[src/rtl/noise_gate_pkg.sv]
// noise_gate_pkg: shared types, constants and helpers for the noise gate.
//   gate_state_t : linked-stereo gate state (CLOSED, ATTACK, OPEN, HOLD, RELEASE)
//   GAIN_W       : width of the unsigned Q1.8 gain (256 = unity)
//   GAIN_UNITY   : unity gain
//   SAMPLE_W     : audio sample width
//   sample_t     : signed two's complement audio sample
//   abs_sat()    : magnitude with -2^31 saturating to 2^31-1
package noise_gate_pkg;

    localparam int unsigned GAIN_W = 9;
    localparam logic [GAIN_W-1:0] GAIN_UNITY = 9'd256;

    localparam int unsigned SAMPLE_W = 32;
    typedef logic signed [SAMPLE_W-1:0] sample_t;

    typedef enum logic [2:0] {
        CLOSED,
        ATTACK,
        OPEN,
        HOLD,
        RELEASE
    } gate_state_t;

    // The most negative sample has no positive counterpart; clamp it to the
    // largest positive value so it still compares as a very loud sample.
    function automatic logic [SAMPLE_W-1:0] abs_sat(input sample_t x);
        logic [SAMPLE_W-1:0] neg;
        neg = -x;
        if (!x[SAMPLE_W-1]) begin
            abs_sat = x;
        end else if (neg[SAMPLE_W-1]) begin
            abs_sat = {1'b0, {(SAMPLE_W-1){1'b1}}};
        end else begin
            abs_sat = neg;
        end
    endfunction

endpackage

[src/rtl/noise_gate_gain_apply.sv]
// audio_gain_apply: combinational gain stage for one audio channel.
//   i_sample : signed input sample
//   i_gain   : unsigned Q1.8 gain, 256 = unity
//   o_sample : (i_sample * i_gain) >>> 8, low SAMPLE_W bits
// Unity gain passes the sample bit-exact; the shift truncates toward -inf.
module audio_gain_apply
    import noise_gate_pkg::*;
(
    input  sample_t           i_sample,
    input  logic [GAIN_W-1:0] i_gain,
    output sample_t           o_sample
);

    localparam int unsigned PROD_W = SAMPLE_W + GAIN_W;

    logic signed [PROD_W-1:0] w_product;

    // Gain is zero-extended so it is treated as a positive signed operand.
    assign w_product = $signed(PROD_W'(i_sample)) * $signed(PROD_W'({1'b0, i_gain}));
    assign o_sample  = sample_t'(w_product >>> 8);

endmodule

[src/rtl/noise_gate.sv]
// noise_gate: stereo downward expander / noise gate with linked-stereo
// attack/hold/release control driving one gain shared by both channels.
//
// Ports:
//   clock     : system clock
//   reset     : asynchronous, active-high reset
//   in_valid  : strobe marking one new stereo sample
//   inleft    : left sample, signed
//   inright   : right sample, signed
//   out_valid : in_valid delayed by one clock
//   outleft   : gated left sample, signed (held between strobes)
//   outright  : gated right sample, signed (held between strobes)
//   gain      : current gain, unsigned Q1.8, 256 = unity
//   gate_open : high in every state except CLOSED
//
// Build option:
//   NOISE_GATE_HYST_EN : when defined, the close threshold is
//   THRESHOLD-HYSTERESIS (clamped at 0); samples in the dead band between the
//   two thresholds are neither hot nor quiet. Undefined: both thresholds equal.
module noise_gate
    import noise_gate_pkg::*;
#(
    parameter logic [31:0] THRESHOLD    = 32'h0100_0000,
    parameter int unsigned HOLD_SAMPLES = 480,
    parameter int unsigned ATTACK_STEP  = 32,
    parameter int unsigned RELEASE_STEP = 1,
    parameter int unsigned GAIN_FLOOR   = 0,
    parameter logic [31:0] HYSTERESIS   = 32'h0080_0000
) (
    input  logic                clock,
    input  logic                reset,
    input  logic                in_valid,
    input  logic [31:0]         inleft,
    input  logic [31:0]         inright,
    output logic                out_valid,
    output logic [31:0]         outleft,
    output logic [31:0]         outright,
    output logic [GAIN_W-1:0]   gain,
    output logic                gate_open
);

    // Gain arithmetic runs one bit wider than the gain so sums cannot wrap.
    localparam logic [GAIN_W:0] ATK_STEP  = (GAIN_W + 1)'(ATTACK_STEP);
    localparam logic [GAIN_W:0] REL_STEP  = (GAIN_W + 1)'(RELEASE_STEP);
    localparam logic [GAIN_W:0] FLOOR     = (GAIN_W + 1)'(GAIN_FLOOR);
    localparam logic [GAIN_W:0] UNITY     = {1'b0, GAIN_UNITY};
    localparam logic [15:0]     HOLD_INIT = 16'(HOLD_SAMPLES - 1);

`ifdef NOISE_GATE_HYST_EN
    localparam logic [31:0] CLOSE_THR = (THRESHOLD > HYSTERESIS) ?
                                        (THRESHOLD - HYSTERESIS) : 32'd0;
`else
    localparam logic [31:0] CLOSE_THR = THRESHOLD;
    logic w_unused_hyst;
    assign w_unused_hyst = ^HYSTERESIS;
`endif

    gate_state_t       r_state;
    gate_state_t       w_state_d;
    logic [GAIN_W-1:0] r_gain;
    logic [GAIN_W-1:0] w_gain_d;
    logic [15:0]       r_hold_cnt;
    logic [15:0]       w_hold_cnt_d;
    logic              r_out_valid;
    sample_t           r_outleft;
    sample_t           r_outright;

    logic [31:0]       w_mag_left;
    logic [31:0]       w_mag_right;
    logic              w_hot;
    logic              w_quiet;
    logic [GAIN_W:0]   w_sum_up;
    logic [GAIN_W:0]   w_gain_up;
    logic [GAIN_W:0]   w_gain_dn;
    sample_t           w_mult_left;
    sample_t           w_mult_right;

    // ------------------------------------------------------------------
    // Level detection (either channel opens, both must be quiet to close)
    // ------------------------------------------------------------------
    assign w_mag_left  = abs_sat(inleft);
    assign w_mag_right = abs_sat(inright);
    assign w_hot       = (w_mag_left >= THRESHOLD) || (w_mag_right >= THRESHOLD);
    assign w_quiet     = (w_mag_left < CLOSE_THR) && (w_mag_right < CLOSE_THR);

    // ------------------------------------------------------------------
    // Gain ramps, saturating at unity and at the floor
    // ------------------------------------------------------------------
    assign w_sum_up  = {1'b0, r_gain} + ATK_STEP;
    assign w_gain_up = (w_sum_up > UNITY) ? UNITY : w_sum_up;
    assign w_gain_dn = ({1'b0, r_gain} >= (FLOOR + REL_STEP)) ?
                       ({1'b0, r_gain} - REL_STEP) : FLOOR;

    // ------------------------------------------------------------------
    // Gain application uses the gain from before this sample's update
    // ------------------------------------------------------------------
    audio_gain_apply u_gain_left (
        .i_sample (sample_t'(inleft)),
        .i_gain   (r_gain),
        .o_sample (w_mult_left)
    );

    audio_gain_apply u_gain_right (
        .i_sample (sample_t'(inright)),
        .i_gain   (r_gain),
        .o_sample (w_mult_right)
    );

    // ------------------------------------------------------------------
    // Gate state machine: next state, gain and hold counter
    // ------------------------------------------------------------------
    always_comb begin
        w_state_d    = r_state;
        w_gain_d     = r_gain;
        w_hold_cnt_d = r_hold_cnt;

        if (in_valid) begin
            unique case (r_state)
                CLOSED: begin
                    w_gain_d = FLOOR[GAIN_W-1:0];
                    // The opening sample already takes the first attack step.
                    if (w_hot) begin
                        w_gain_d  = w_gain_up[GAIN_W-1:0];
                        w_state_d = (w_gain_up == UNITY) ? OPEN : ATTACK;
                    end
                end
                ATTACK: begin
                    w_gain_d = w_gain_up[GAIN_W-1:0];
                    if (w_quiet && (w_gain_up != UNITY)) begin
                        w_state_d = RELEASE;
                    end else if (w_gain_up == UNITY) begin
                        w_state_d = OPEN;
                    end
                end
                OPEN: begin
                    w_gain_d = GAIN_UNITY;
                    if (w_quiet) begin
                        w_state_d    = HOLD;
                        w_hold_cnt_d = HOLD_INIT;
                    end
                end
                HOLD: begin
                    w_gain_d = GAIN_UNITY;
                    if (w_hot) begin
                        w_state_d    = OPEN;
                        w_hold_cnt_d = '0;
                    end else if (w_quiet) begin
                        if (r_hold_cnt == '0) begin
                            w_state_d = RELEASE;
                        end else begin
                            w_hold_cnt_d = r_hold_cnt - 16'd1;
                        end
                    end
                end
                RELEASE: begin
                    // A dead-band sample keeps ramping down; only hot reverses.
                    if (w_hot) begin
                        w_state_d = ATTACK;
                    end else begin
                        w_gain_d = w_gain_dn[GAIN_W-1:0];
                        if (w_gain_dn == FLOOR) begin
                            w_state_d = CLOSED;
                        end
                    end
                end
                default: begin
                    w_state_d    = CLOSED;
                    w_gain_d     = FLOOR[GAIN_W-1:0];
                    w_hold_cnt_d = '0;
                end
            endcase
        end
    end

    always_ff @(posedge clock or posedge reset) begin
        if (reset) begin
            r_state     <= CLOSED;
            r_gain      <= FLOOR[GAIN_W-1:0];
            r_hold_cnt  <= '0;
            r_out_valid <= 1'b0;
            r_outleft   <= '0;
            r_outright  <= '0;
        end else begin
            r_state     <= w_state_d;
            r_gain      <= w_gain_d;
            r_hold_cnt  <= w_hold_cnt_d;
            r_out_valid <= in_valid;
            if (in_valid) begin
                r_outleft  <= w_mult_left;
                r_outright <= w_mult_right;
            end
        end
    end

    assign out_valid = r_out_valid;
    assign outleft   = r_outleft;
    assign outright  = r_outright;
    assign gain      = r_gain;
    assign gate_open = (r_state != CLOSED);

endmodule

[config.mk]
export PLATFORM = sky130hd
export DESIGN_NAME = noise_gate
export DESIGN_NICKNAME = d
export VERILOG_FILES = /design/src/rtl/noise_gate_pkg.sv /design/src/rtl/noise_gate_gain_apply.sv /design/src/rtl/noise_gate.sv
export SDC_FILE = /design/constraint.sdc
export NUM_CORES = 2
export LEC_CHECK = 0
export BUFFER_PORTS_ARGS = -buffer_cell sky130_fd_sc_hd__buf_2
export CAP_MARGIN = 0
export CORE_ASPECT_RATIO = 0.6
export CORE_MARGIN = 2
export CORE_UTILIZATION = 50
export CTS_CLUSTER_DIAMETER = 150
export CTS_CLUSTER_SIZE = 8
export DETAILED_ROUTE_END_ITERATION = 10
export HOLD_SLACK_MARGIN = 0.06
export PLACE_DENSITY = 0.68
export REMOVE_ABC_BUFFERS = 1
export SYNTH_ARGS = -nofsm -noshare
export SYNTH_HDL_FRONTEND = slang
export SYNTH_HIERARCHICAL = 1
export SYNTH_SLANG_ARGS = --single-unit
[constraint.sdc]
create_clock -name clock -period 6.9 [get_ports clock]
set_clock_uncertainty 0.15 [all_clocks]
set_input_delay 0.69 -clock clock [delete_from_list [all_inputs] [get_ports clock]]
set_output_delay 0.69 -clock clock [all_outputs]
set_load 0.02 [all_outputs]
==> run metrics <==
outcome=finished clean; Hold WC Path Type=in -> async; Initial DRC Count=1334; die area=48250 µm²; RSZ-0062 raised after global routing=false; clk root buf=clkbuf_16; TritonCTS buffer count=9; Seq cells post-synth=93; Die Ht=171.0 µm; Post-Place Setup Slack=0.1499 ns; footprint of the multi-input gates=18690 µm²; pwr dens=81.96 nW/µm²; Setup TNS Final=0 ns; internal power=0.001195 W; Logic pwr share=0.403; synthesized area=23230 µm²; H-Tree Depth=3; num rows=61; final hold violation count=0; critical path fanouts, max=14; width of the die=282.3 µm; routability cong.=0.8757; vias in the first global route=19000; Yosys warning count=6; DRC=0; Antenna Nets Post-Route=0; Crit path required time=7.02 ns; Wirelength per Cell=18.53 µm; Via Count=18000; worst-margin pin slew=1.014 ns; min Tclk post-route=6.656 ns; hpwl dp=47990 µm; GRT Total Usage=0.2694; ys flop type=dfrtp_1; TritonCTS clock tree=built; post-route cell area=25140 µm²; Switch Pwr=0.0008653 W; final setup vio count=0; area grow syn2layout=8.236%; Pre-Repair DR Iteration Count=5; placed inst area=24820 µm²; port buffer count=141; peak supply drop=0.09980 mV; Final Slew Violations=0; Post-synth ARST share=1.000; Clock Path Buffers=2; Crit Path Class=reg -> reg; # IOs=142; share of layout cells above drive strength 1=0.1199; via/cell ratio=5.451; Switching Share=0.4200; fillers=4204; Net count, final=3356; sequential share of power=0.335; Max Cap Viol=0; Unique masters post-synth=79; final non-filler cell total=3302; worst skew pair latency=0.39 ns; crit end category=register; cts hold-fix bufs=0; Initial Util=0.5039; global-route wire length before repair=101100 µm; Slew HR=0.3225; largest net degree at the start of global routing=54; initial antenna violation count=4; Post-synth EDFFs=0; cell count after placement=3282; Clock Power Share=0.262; post-route setup slack=0.2440 ns; Worst-path clk slew=0.08 ns; post-layout util=0.5454; Worst Path Arrival=6.78 ns; Worst Setup Start Kind=register; P_leak=13.52 nW; clock sink count=93; Gate Count Post-Synth=2558; syn avg cell area=9.081 µm²; area taken by flip-flops and latches=2349 µm²; Tcrit/Tclk final=0.9646; fmax=0.1502 GHz; Seq/Total Area, Yosys=0.1002; overflow left after global routing=0; final WL=61200 µm; core area=46100 µm²
[Yosys cell counts, drive strengths merged (10+ instances only)]
cell type	number	area, µm²
and3	10	62.56
xor2	24	210.2
nand2	353	1328
clkbuf	89	334.1
a21oi	66	360.4
o21ai	47	239.0
nor3	39	205.2
nand3	22	110.1
mux2	67	754.5
nor2b	12	75.07
and2	278	1739
nand4	15	93.84
inv	488	1832
dfrtp	93	2327
nor4	22	143.9
nor2	79	296.5
xnor2	49	429.2
fa	452	9049
or3	11	73.82
a21o	29	217.7
ha	172	2152
[placed cells by master, fill, tap and decap left out, types with 6 or more instances in the layout]
cell type / netlist / routed
a21oi_2: 5 / 6
nand4_1: 15 / 15
a31oi_1: 9 / 9
xnor2_1: 49 / 49
nand2_1: 352 / 352
buf_12: 0 / 6
and3_1: 10 / 10
dfrtp_1: 93 / 84
inv_1: 488 / 487
clkbuf_16: 0 / 9
or3_1: 10 / 10
o21a_1: 9 / 9
nor4_1: 21 / 21
nand3_1: 22 / 22
fa_1: 452 / 452
buf_4: 1 / 46
buf_2: 2 / 140
a21o_1: 29 / 29
o21ai_1: 9 / 9
nor3_1: 37 / 37
o21ai_0: 37 / 37
nor2b_1: 12 / 12
xor2_1: 24 / 24
nand2b_1: 8 / 8
and2_1: 278 / 278
ha_1: 172 / 172
o21bai_1: 9 / 9
a21oi_1: 60 / 59
mux2_2: 67 / 67
nor2_1: 79 / 79
[power groups by stage]
stage                     clock network [W]  logic (W)  registers, W
final                              0.000539   0.000830      0.000691
after global routing               0.000576   0.000923      0.000703
after CTS                          0.000559   0.000831      0.000691
after detailed placement                  0   0.000823      0.000702
after global placement                    0   0.000799      0.000698
after floorplan                           0   0.000459      0.000759
[kinds of logic (layout without fill, tap and decap cells)]
kind of cell             count (synthesis)  after routing  share of synthesized area
other                                    0              2                          0
AND/OR/NAND/NOR                        875            875                     0.1893
multiplexers                            71             71                    0.03420
adder cells (fa/ha/maj)                624            624                     0.4822
buffers and inverters                  586            698                    0.09529
AO/OA/AOI/OAI                          236            236                    0.07132
flip-flops                              93             93                     0.1002
XOR/XNOR                                73             73                    0.02752
[stage by stage]
step / hold slack (ns) / power, W
after floorplan: 0.3299 / 0.001217
after global placement: 0.3335 / 0.001497
after detailed placement: 0.3403 / 0.001524
after CTS: 0.2315 / 0.002081
after global routing: 0.2535 / 0.002202
final: 0.2125 / 0.002060
[metal layers]
| layer | vias up | wire length [µm] | track usage | part of all wire |
|---|---|---|---|---|
| met2 | 600 | 27560 | 0.4145 | 0.45 |
| met4 | 2 | 843 | 0.04808 | 0.014 |
| met1 | 9200 | 28300 | 0.3977 | 0.46 |
| met5 | - | 7 | 0 | 0.00011 |
| li1 | 8147 | - | - | - |
| met3 | 51 | 4492 | 0.05544 | 0.073 |
[final cells by class]
cell class	instances	share of cell area
antenna	2	0.0001991
clock buffer	9	0.008958
clock inverter	7	0.002389
inverter	488	0.07296
multi-input combinational	1879	0.7435
sequential	93	0.09341
tap	630	0.03135
timing repair buffer	194	0.04728
[state kept, by name, summed over array words and instances, names as in the netlist]
name,cells
r_hold_cnt,16
r_state,3
gain,9
outright,32
outleft,32
out_valid,1
[worst max-delay path: stages, from the launching register on]
cell and delay, ns:
dfrtp_4 0.59, buf_4 0.27, nand2_1 0.11, fa_1 0.52, inv_1 0.06, fa_1 0.54, fa_1 0.45, fa_1 0.55
inv_1 0.06, fa_1 0.52, inv_1 0.04, ha_1 0.35, nand3_1 0.11, o21ai_0 0.10, o21ai_0 0.43, or3b_1 0.40
o21ba_2 0.27, a21oi_4 0.28, o21ai_2 0.11, o41ai_2 0.24, xnor2_1 0.11, mux2_2 0.26
[timing repair]
action                     in CTS  in global routing
setup endpoints to repair       0                 15
gates resized for setup         0                  7
buffers inserted                0                  2
[path summary, 6_finish.rpt]
kind,from,endpoint,slack (ns),cells after the start
max,gain[2]$_DFFE_PP0P_,outleft[31]$_DFFE_PP0P_,0.24,21
min,reset,outright[29]$_DFFE_PP0P_,0.21,2
max reg2reg,gain[2]$_DFFE_PP0P_,outleft[31]$_DFFE_PP0P_,0.24,21
min reg2reg,outleft[14]$_DFFE_PP0P_,outleft[14]$_DFFE_PP0P_,0.35,1
max in group asynchronous,reset,gain[3]$_DFFE_PP0P_,5.06,3
min in group clock,outleft[14]$_DFFE_PP0P_,outleft[14]$_DFFE_PP0P_,0.35,1
(Power assumes the default switching activity.)
